==> src/rtl/rast_hit_collect_if.sv <==
// Handshake/bus bundle between rast sample lanes, the hit collector and the downstream consumer.
// master = rast/consumer side, slave = collector side.
interface rast_hit_collect_if #(
   parameter int SIGFIG = 24,
   parameter int AXIS   = 3,
   parameter int COLORS = 3,
   parameter int LANES  = 2,
   parameter int DEPTH  = 16
);
   localparam int CW = $clog2(DEPTH + 1);

   logic [LANES-1:0][AXIS-1:0][SIGFIG-1:0]   hit_R18S;
   logic [LANES-1:0][COLORS-1:0][SIGFIG-1:0] color_R18U;
   logic [LANES-1:0]                         hit_valid_R18H;
   logic                                     halt_RnnnnL;
   logic [AXIS-1:0][SIGFIG-1:0]              out_hit_S;
   logic [COLORS-1:0][SIGFIG-1:0]            out_color_U;
   logic                                     out_valid_H;
   logic                                     out_ready_H;
   logic [CW-1:0]                            count_U;
   logic                                     overflow_H;
   logic [31:0]                              stat_acc_U;
   logic [31:0]                              stat_drop_U;

   modport master (
      output hit_R18S, color_R18U, hit_valid_R18H, out_ready_H,
      input  halt_RnnnnL, out_hit_S, out_color_U, out_valid_H, count_U, overflow_H,
             stat_acc_U, stat_drop_U
   );

   modport slave (
      input  hit_R18S, color_R18U, hit_valid_R18H, out_ready_H,
      output halt_RnnnnL, out_hit_S, out_color_U, out_valid_H, count_U, overflow_H,
             stat_acc_U, stat_drop_U
   );
endinterface

==> src/rtl/rast_hit_collect.sv <==
// Multi-lane hit collector: compacts up to LANES hits per cycle into a fall-through FIFO and drains one per cycle.
// Optional RAST_HIT_STATS_EN builds saturating accepted/dropped hit counters.
module rast_hit_collect #(
   parameter int SIGFIG      = 24,
   parameter int AXIS        = 3,
   parameter int COLORS      = 3,
   parameter int LANES       = 2,
   parameter int DEPTH       = 16,
   parameter int HALT_THRESH = 6
) (
   input  logic              clk,
   input  logic              rst,
   rast_hit_collect_if.slave io_bus
);
   localparam int CW = $clog2(DEPTH + 1);
   localparam int PW = $clog2(DEPTH);
   localparam logic [CW-1:0] DEPTH_C  = CW'(DEPTH);
   localparam logic [CW-1:0] THRESH_C = CW'(HALT_THRESH);

   logic [AXIS-1:0][SIGFIG-1:0]   r_mem_hit   [DEPTH];
   logic [COLORS-1:0][SIGFIG-1:0] r_mem_color [DEPTH];

   logic [PW-1:0] r_wr_ptr;
   logic [PW-1:0] r_rd_ptr;
   logic [CW-1:0] r_count;
   logic          r_halt;
   logic          r_overflow;

   logic [CW-1:0] w_free;
   logic [CW-1:0] w_nwr;
   logic [CW-1:0] w_drop;
   logic [CW-1:0] w_count_next;
   logic          w_not_empty;
   logic          w_pop;
   logic          w_lane_we   [LANES];
   logic [PW-1:0] w_lane_addr [LANES];

   assign w_not_empty = (r_count != '0);
   assign w_pop       = w_not_empty && io_bus.out_ready_H;

   // Free space comes from the registered count, so a same-cycle pop never makes room for a write.
   always_comb begin
      logic [CW-1:0] v_slot;
      logic [CW-1:0] v_drop;
      w_free = DEPTH_C - r_count;
      v_slot = '0;
      v_drop = '0;
      for (int i = 0; i < LANES; i++) begin
         w_lane_we[i]   = 1'b0;
         w_lane_addr[i] = '0;
         if (io_bus.hit_valid_R18H[i]) begin
            if (v_slot < w_free) begin
               w_lane_we[i]   = 1'b1;
               w_lane_addr[i] = r_wr_ptr + v_slot[PW-1:0];
               v_slot         = v_slot + CW'(1);
            end else begin
               v_drop = v_drop + CW'(1);
            end
         end
      end
      w_nwr  = v_slot;
      w_drop = v_drop;
   end

   assign w_count_next = r_count + w_nwr - CW'(w_pop);

   // NOTE: sequential state uses non-blocking assignments so every register samples pre-edge values.
   always_ff @(posedge clk or posedge rst) begin
      if (rst) begin
         r_wr_ptr   <= '0;
         r_rd_ptr   <= '0;
         r_count    <= '0;
         r_halt     <= 1'b1;
         r_overflow <= 1'b0;
      end else begin
         r_wr_ptr   <= r_wr_ptr + w_nwr[PW-1:0];
         r_rd_ptr   <= r_rd_ptr + PW'(w_pop);
         r_count    <= w_count_next;
         r_halt     <= ((DEPTH_C - w_count_next) >= THRESH_C);
         r_overflow <= r_overflow | (w_drop != '0);
      end
   end

   // NOTE: storage is not reset; the pointers and count define which entries are meaningful.
   always_ff @(posedge clk) begin
      for (int i = 0; i < LANES; i++) begin
         if (w_lane_we[i]) begin
            r_mem_hit[w_lane_addr[i]]   <= io_bus.hit_R18S[i];
            r_mem_color[w_lane_addr[i]] <= io_bus.color_R18U[i];
         end
      end
   end

   assign io_bus.out_valid_H = w_not_empty;
   assign io_bus.out_hit_S   = w_not_empty ? r_mem_hit[r_rd_ptr]   : '0;
   assign io_bus.out_color_U = w_not_empty ? r_mem_color[r_rd_ptr] : '0;
   assign io_bus.count_U     = r_count;
   assign io_bus.halt_RnnnnL = r_halt;
   assign io_bus.overflow_H  = r_overflow;

`ifdef RAST_HIT_STATS_EN
   logic [31:0] r_stat_acc;
   logic [31:0] r_stat_drop;
   logic [32:0] w_acc_sum;
   logic [32:0] w_drop_sum;

   assign w_acc_sum  = {1'b0, r_stat_acc}  + 33'(w_nwr);
   assign w_drop_sum = {1'b0, r_stat_drop} + 33'(w_drop);

   always_ff @(posedge clk or posedge rst) begin
      if (rst) begin
         r_stat_acc  <= '0;
         r_stat_drop <= '0;
      end else begin
         r_stat_acc  <= w_acc_sum[32]  ? '1 : w_acc_sum[31:0];
         r_stat_drop <= w_drop_sum[32] ? '1 : w_drop_sum[31:0];
      end
   end

   assign io_bus.stat_acc_U  = r_stat_acc;
   assign io_bus.stat_drop_U = r_stat_drop;
`else
   assign io_bus.stat_acc_U  = '0;
   assign io_bus.stat_drop_U = '0;
`endif
endmodule
==> src/flat_wrapper.sv <==
// flat-port wrapper written by rule: the top's interface ports become plain ports
module rast_hit_collect_flat 
#(
   parameter int SIGFIG      = 24,
   parameter int AXIS        = 3,
   parameter int COLORS      = 3,
   parameter int LANES       = 2,
   parameter int DEPTH       = 16,
   parameter int HALT_THRESH = 6
)
  (clk, rst, io_bus_hit_R18S, io_bus_color_R18U, io_bus_hit_valid_R18H, io_bus_out_ready_H, io_bus_halt_RnnnnL, io_bus_out_hit_S, io_bus_out_color_U, io_bus_out_valid_H, io_bus_count_U, io_bus_overflow_H, io_bus_stat_acc_U, io_bus_stat_drop_U);
  rast_hit_collect_if #(.SIGFIG(SIGFIG), .AXIS(AXIS), .COLORS(COLORS), .LANES(LANES), .DEPTH(DEPTH)) io_bus_i ();
  input  logic clk;
  input  logic rst;
  input wire logic [$bits(io_bus_i.hit_R18S)-1:0] io_bus_hit_R18S;
  input wire logic [$bits(io_bus_i.color_R18U)-1:0] io_bus_color_R18U;
  input wire logic [$bits(io_bus_i.hit_valid_R18H)-1:0] io_bus_hit_valid_R18H;
  input wire logic [$bits(io_bus_i.out_ready_H)-1:0] io_bus_out_ready_H;
  output wire logic [$bits(io_bus_i.halt_RnnnnL)-1:0] io_bus_halt_RnnnnL;
  output wire logic [$bits(io_bus_i.out_hit_S)-1:0] io_bus_out_hit_S;
  output wire logic [$bits(io_bus_i.out_color_U)-1:0] io_bus_out_color_U;
  output wire logic [$bits(io_bus_i.out_valid_H)-1:0] io_bus_out_valid_H;
  output wire logic [$bits(io_bus_i.count_U)-1:0] io_bus_count_U;
  output wire logic [$bits(io_bus_i.overflow_H)-1:0] io_bus_overflow_H;
  output wire logic [$bits(io_bus_i.stat_acc_U)-1:0] io_bus_stat_acc_U;
  output wire logic [$bits(io_bus_i.stat_drop_U)-1:0] io_bus_stat_drop_U;
  assign io_bus_i.hit_R18S = io_bus_hit_R18S;
  assign io_bus_i.color_R18U = io_bus_color_R18U;
  assign io_bus_i.hit_valid_R18H = io_bus_hit_valid_R18H;
  assign io_bus_i.out_ready_H = io_bus_out_ready_H;
  assign io_bus_halt_RnnnnL = io_bus_i.halt_RnnnnL;
  assign io_bus_out_hit_S = io_bus_i.out_hit_S;
  assign io_bus_out_color_U = io_bus_i.out_color_U;
  assign io_bus_out_valid_H = io_bus_i.out_valid_H;
  assign io_bus_count_U = io_bus_i.count_U;
  assign io_bus_overflow_H = io_bus_i.overflow_H;
  assign io_bus_stat_acc_U = io_bus_i.stat_acc_U;
  assign io_bus_stat_drop_U = io_bus_i.stat_drop_U;
  rast_hit_collect #(.SIGFIG(SIGFIG), .AXIS(AXIS), .COLORS(COLORS), .LANES(LANES), .DEPTH(DEPTH), .HALT_THRESH(HALT_THRESH)) u_core (.clk(clk), .rst(rst), .io_bus(io_bus_i));
endmodule
==> config.mk <==
export PLATFORM = sky130hd
export DESIGN_NAME = rast_hit_collect_flat
export DESIGN_NICKNAME = d
export VERILOG_FILES = /design/src/rtl/rast_hit_collect_if.sv /design/src/rtl/rast_hit_collect.sv /design/src/flat_wrapper.sv
export SDC_FILE = /design/constraint.sdc
export NUM_CORES = 2
export LEC_CHECK = 0
export BUFFER_PORTS_ARGS = -buffer_cell sky130_fd_sc_hd__buf_2
export CAP_MARGIN = 40
export CORE_ASPECT_RATIO = 0.75
export CORE_MARGIN = 2
export CORE_UTILIZATION = 45
export CTS_CLUSTER_SIZE = 24
export DETAILED_ROUTE_END_ITERATION = 7
export GPL_ROUTABILITY_DRIVEN = 0
export GPL_TIMING_DRIVEN = 0
export PLACE_DENSITY = 0.66
export SLEW_MARGIN = 15
export SYNTH_ARGS = -nofsm -noshare
export SYNTH_HDL_FRONTEND = slang
export SYNTH_SLANG_ARGS = --single-unit
==> constraint.sdc <==
create_clock -name clk -period 48.7 [get_ports clk]
set_input_delay 4.87 -clock clk [delete_from_list [all_inputs] [get_ports clk]]
set_output_delay 4.87 -clock clk [all_outputs]
set_load 0.02 [all_outputs]
==> flow_summary.yaml <==
global_route:
  grt.overflow.total: 0
  grt_use_total: 0.299
  first_global_vias: 73800
  antenna_found_initial: 121
  grt_pass1_wl_um: 566000
  grt_max_degree: 20
synth:
  seq_area_frac_synth: 0.587
  ys_types: 50
  postSynthCellCount: 7043
  synth_edf_count: 2304
  ys_seq_elements: 2319
  yosysTopAreaCell: "edfxtp_1"
  synth.area.top_cells: "edfxtp_1, mux2_2, mux4_2, mux2_1, mux2i_1"
  synth_top_area_share: 0.584
  synth_area_per_cell_um2: 16.8
  ys.flop_type: "edfxtp_1"
  yosysWarningCount: 0
  ys_async_sr_fraction: 0.00647
  syn_area_um2: 119000
power_and_ir_drop:
  p_per_area_nw_per_um2: 61.6
  irDropWorstVdd_v: 0.0000347
  leakage_uw: 0.0482
clock_network:
  cts_tree: "done"
  clkLatencyLatePin_ps: 930
  clockBufferDepth: 4
  root_buffer: "clkbuf_16"
  post_cts_buffers: 0
  tritoncts.num_buffers: 237
  cts_hold_buf: 0
  clk_pin_slew_ps: 60
  ctsResizeCount: 0
  clock_sinks: 2319
  htree_levels: 4
setup_path:
  r2r-start: "u_core.io_bus.count_U[2]"
  critPathArrivalTime_ps: 5580
  crit_required_ps: 43830
  endpoint_kind: "output pin"
  crit_type: "flop to output pin"
  start_kind: "flop"
  reg2reg_depth: 27
  critical_path.slowest_cell: "buf_2"
  critPathCapture: "io_bus_out_color_U[16]"
  cp_slowest_stage_delay_ps: 630
  worst-path-max-fanout: 10
  r2r_slack_ps: 40990
  setup.worst_path.start: "u_core.r_rd_ptr[0]"
  reg2reg_to: "u_core.r_mem_color[2][60]"
  path_cells: "clkbuf_1 -> buf_2 -> clkbuf_2 -> buf_16 -> clkbuf_1 -> buf_6 -> mux2_2 -> a21boi_0 -> o21ai_0 -> nand3_1 -> o21ai_0 -> buf_2"
routing:
  avgRoutedWirePerCell_um: 33.7
  drtAntennaViolNets: 0
  wl_um: 407000
  drcViolationCount: 0
  first_iter_violations: 11000
  routed_via_density: 6.23
  vias: 75200
  first_pass_iters: 5
die:
  initial_core_util: 0.452
  fp.dieArea_um2: 268000
  dieHeight_um: 448
  die_x_um: 597
  core_area_um2: 262000
  rows: 163
  ios: 509
finish:
  drive_above_1_share: 0.486
  final_nets: 8657
  final_common_cell: "edfxtp_1"
  n_fill_cell: 21200
  final_cells: 12100
  finish.instance_area_um2: 139000
  final_cell_mix: "edfxtp_1, mux2_2, buf_2"
  area_growth_pct: 17.4
sta:
  setup_violations: 0
  tightest_slew_ps: 944
  period_minus_slack_ps: 10450
  fin_skew_ps: 34.5
  report.final.hold_viol_count: 0
  fin_crit_sh: 0.215
  slew_headroom: 0.364
  rsz0062_at_grt: "no"
  max_freq_ghz: 0.0957
  final_max_slew_viol_count: 0
  setup_slack_ps: 38250
  tns_ps: 0
place:
  dp_hpwl_um: 297000
  port_buffers: 444
  placedCellCount: 11500
  post-place-ws_ps: 37960
  placed_area_um2: 131000
flow_run:
  max_cap_violations: 0
hold_path:
  hold_path.class: "flop to flop"
run_status:
  status: "finished clean"
worst max-delay path, delay by kind of cell (launching register included):
| family | cells | cell delay [ps] |
|---|---|---|
| flip-flops | 1 | 350 |
| AO/OA/AOI/OAI | 3 | 700 |
| AND/OR/NAND/NOR | 1 | 270 |
| multiplexers | 1 | 340 |
| buffers and inverters | 7 | 2920 |
synthesized netlist by cell type (8+ instances only):
| cell | n |
|---|---|
| buf_6 | 22 |
| a211oi_1 | 174 |
| o21ai_0 | 116 |
| a21boi_0 | 57 |
| ha_1 | 19 |
| edfxtp_1 | 2304 |
| mux2_2 | 2020 |
| nor2b_1 | 91 |
| nand3_1 | 59 |
| a22oi_1 | 57 |
| nand2_1 | 12 |
| buf_2 | 173 |
| clkbuf_1 | 336 |
| mux4_2 | 462 |
| dfrtp_1 | 14 |
| buf_1 | 228 |
| inv_1 | 18 |
| mux2i_1 | 258 |
| buf_4 | 82 |
| mux2_1 | 398 |
| a21oi_1 | 59 |
| o31ai_1 | 8 |
final cells by class:
type | count | area, um^2 | area share
inverter | 19 | 71.3 | 0.000513
tap | 3465 | 4340 | 0.0312
buffer | 841 | 3900 | 0.0280
timing repair buffer | 998 | 8260 | 0.0594
antenna | 75 | 188 | 0.00135
clock buffer | 284 | 6200 | 0.0446
clock inverter | 143 | 1110 | 0.00796
multi-input combinational | 3927 | 45500 | 0.327
sequential | 2319 | 69600 | 0.500
cell families after synthesis:
logic type | share of synthesized area
fa+ha+maj | 0.00234
compound gates | 0.0271
simple gates | 0.0101
other cells | 0.0000316
mux | 0.339
flops | 0.587
xor+xnor | 0.00103
buf+inv | 0.0331
state kept, by name, indices dropped and copies added, names as in the netlist:
register                   flops
u_core.r_mem_color          1152
u_core.io_bus.halt_RnnnnL      1
u_core.r_rd_ptr                4
u_core.io_bus.overflow_H       1
u_core.io_bus.count_U          5
u_core.r_wr_ptr                4
u_core.r_mem_hit            1152
layer usage:
| metal | vias to the layer above | routed length [um] | track usage |
|---|---|---|---|
| met5 | - | 263 | 0 |
| met4 | 42 | 17900 | 0.130 |
| met3 | 890 | 47500 | 0.0827 |
| met2 | 4733 | 179000 | 0.443 |
| met1 | 38800 | 162000 | 0.413 |
| li1 | 30800 | - | - |
per-stage QoR:
step	hold WS (ps)	total power, uW	utilization
floorplan	477	5170	-
global placement	493	6890	0.477
detailed placement	495	6750	0.501
CTS	522	8510	0.528
global route	543	8810	0.529
finish	520	8560	0.530
power by group:
part	total, uW	switching [uW]	internal, uW	leakage, uW
Sequential	2850	95.6	2750	0.0211
Clock	1780	803	981	0.00360
Combinational	3930	2410	1520	0.0235
worst min path at each step:
stage                  startpoint                  to  slack [ps]  cells past startpoint
4_1_cts        u_core.r_rd_ptr[0]  u_core.r_rd_ptr[0]         520                      1
5_1_grt        u_core.r_rd_ptr[0]  u_core.r_rd_ptr[0]         540                      1
6_report       u_core.r_rd_ptr[0]  u_core.r_rd_ptr[0]         520                      1
2_1_floorplan  u_core.r_rd_ptr[1]  u_core.r_rd_ptr[1]         480                      1
3_5_place_dp   u_core.r_rd_ptr[0]  u_core.r_rd_ptr[0]         500                      1
3_3_place_gp   u_core.r_rd_ptr[0]  u_core.r_rd_ptr[0]         490                      1
(Power assumes the default switching activity.)
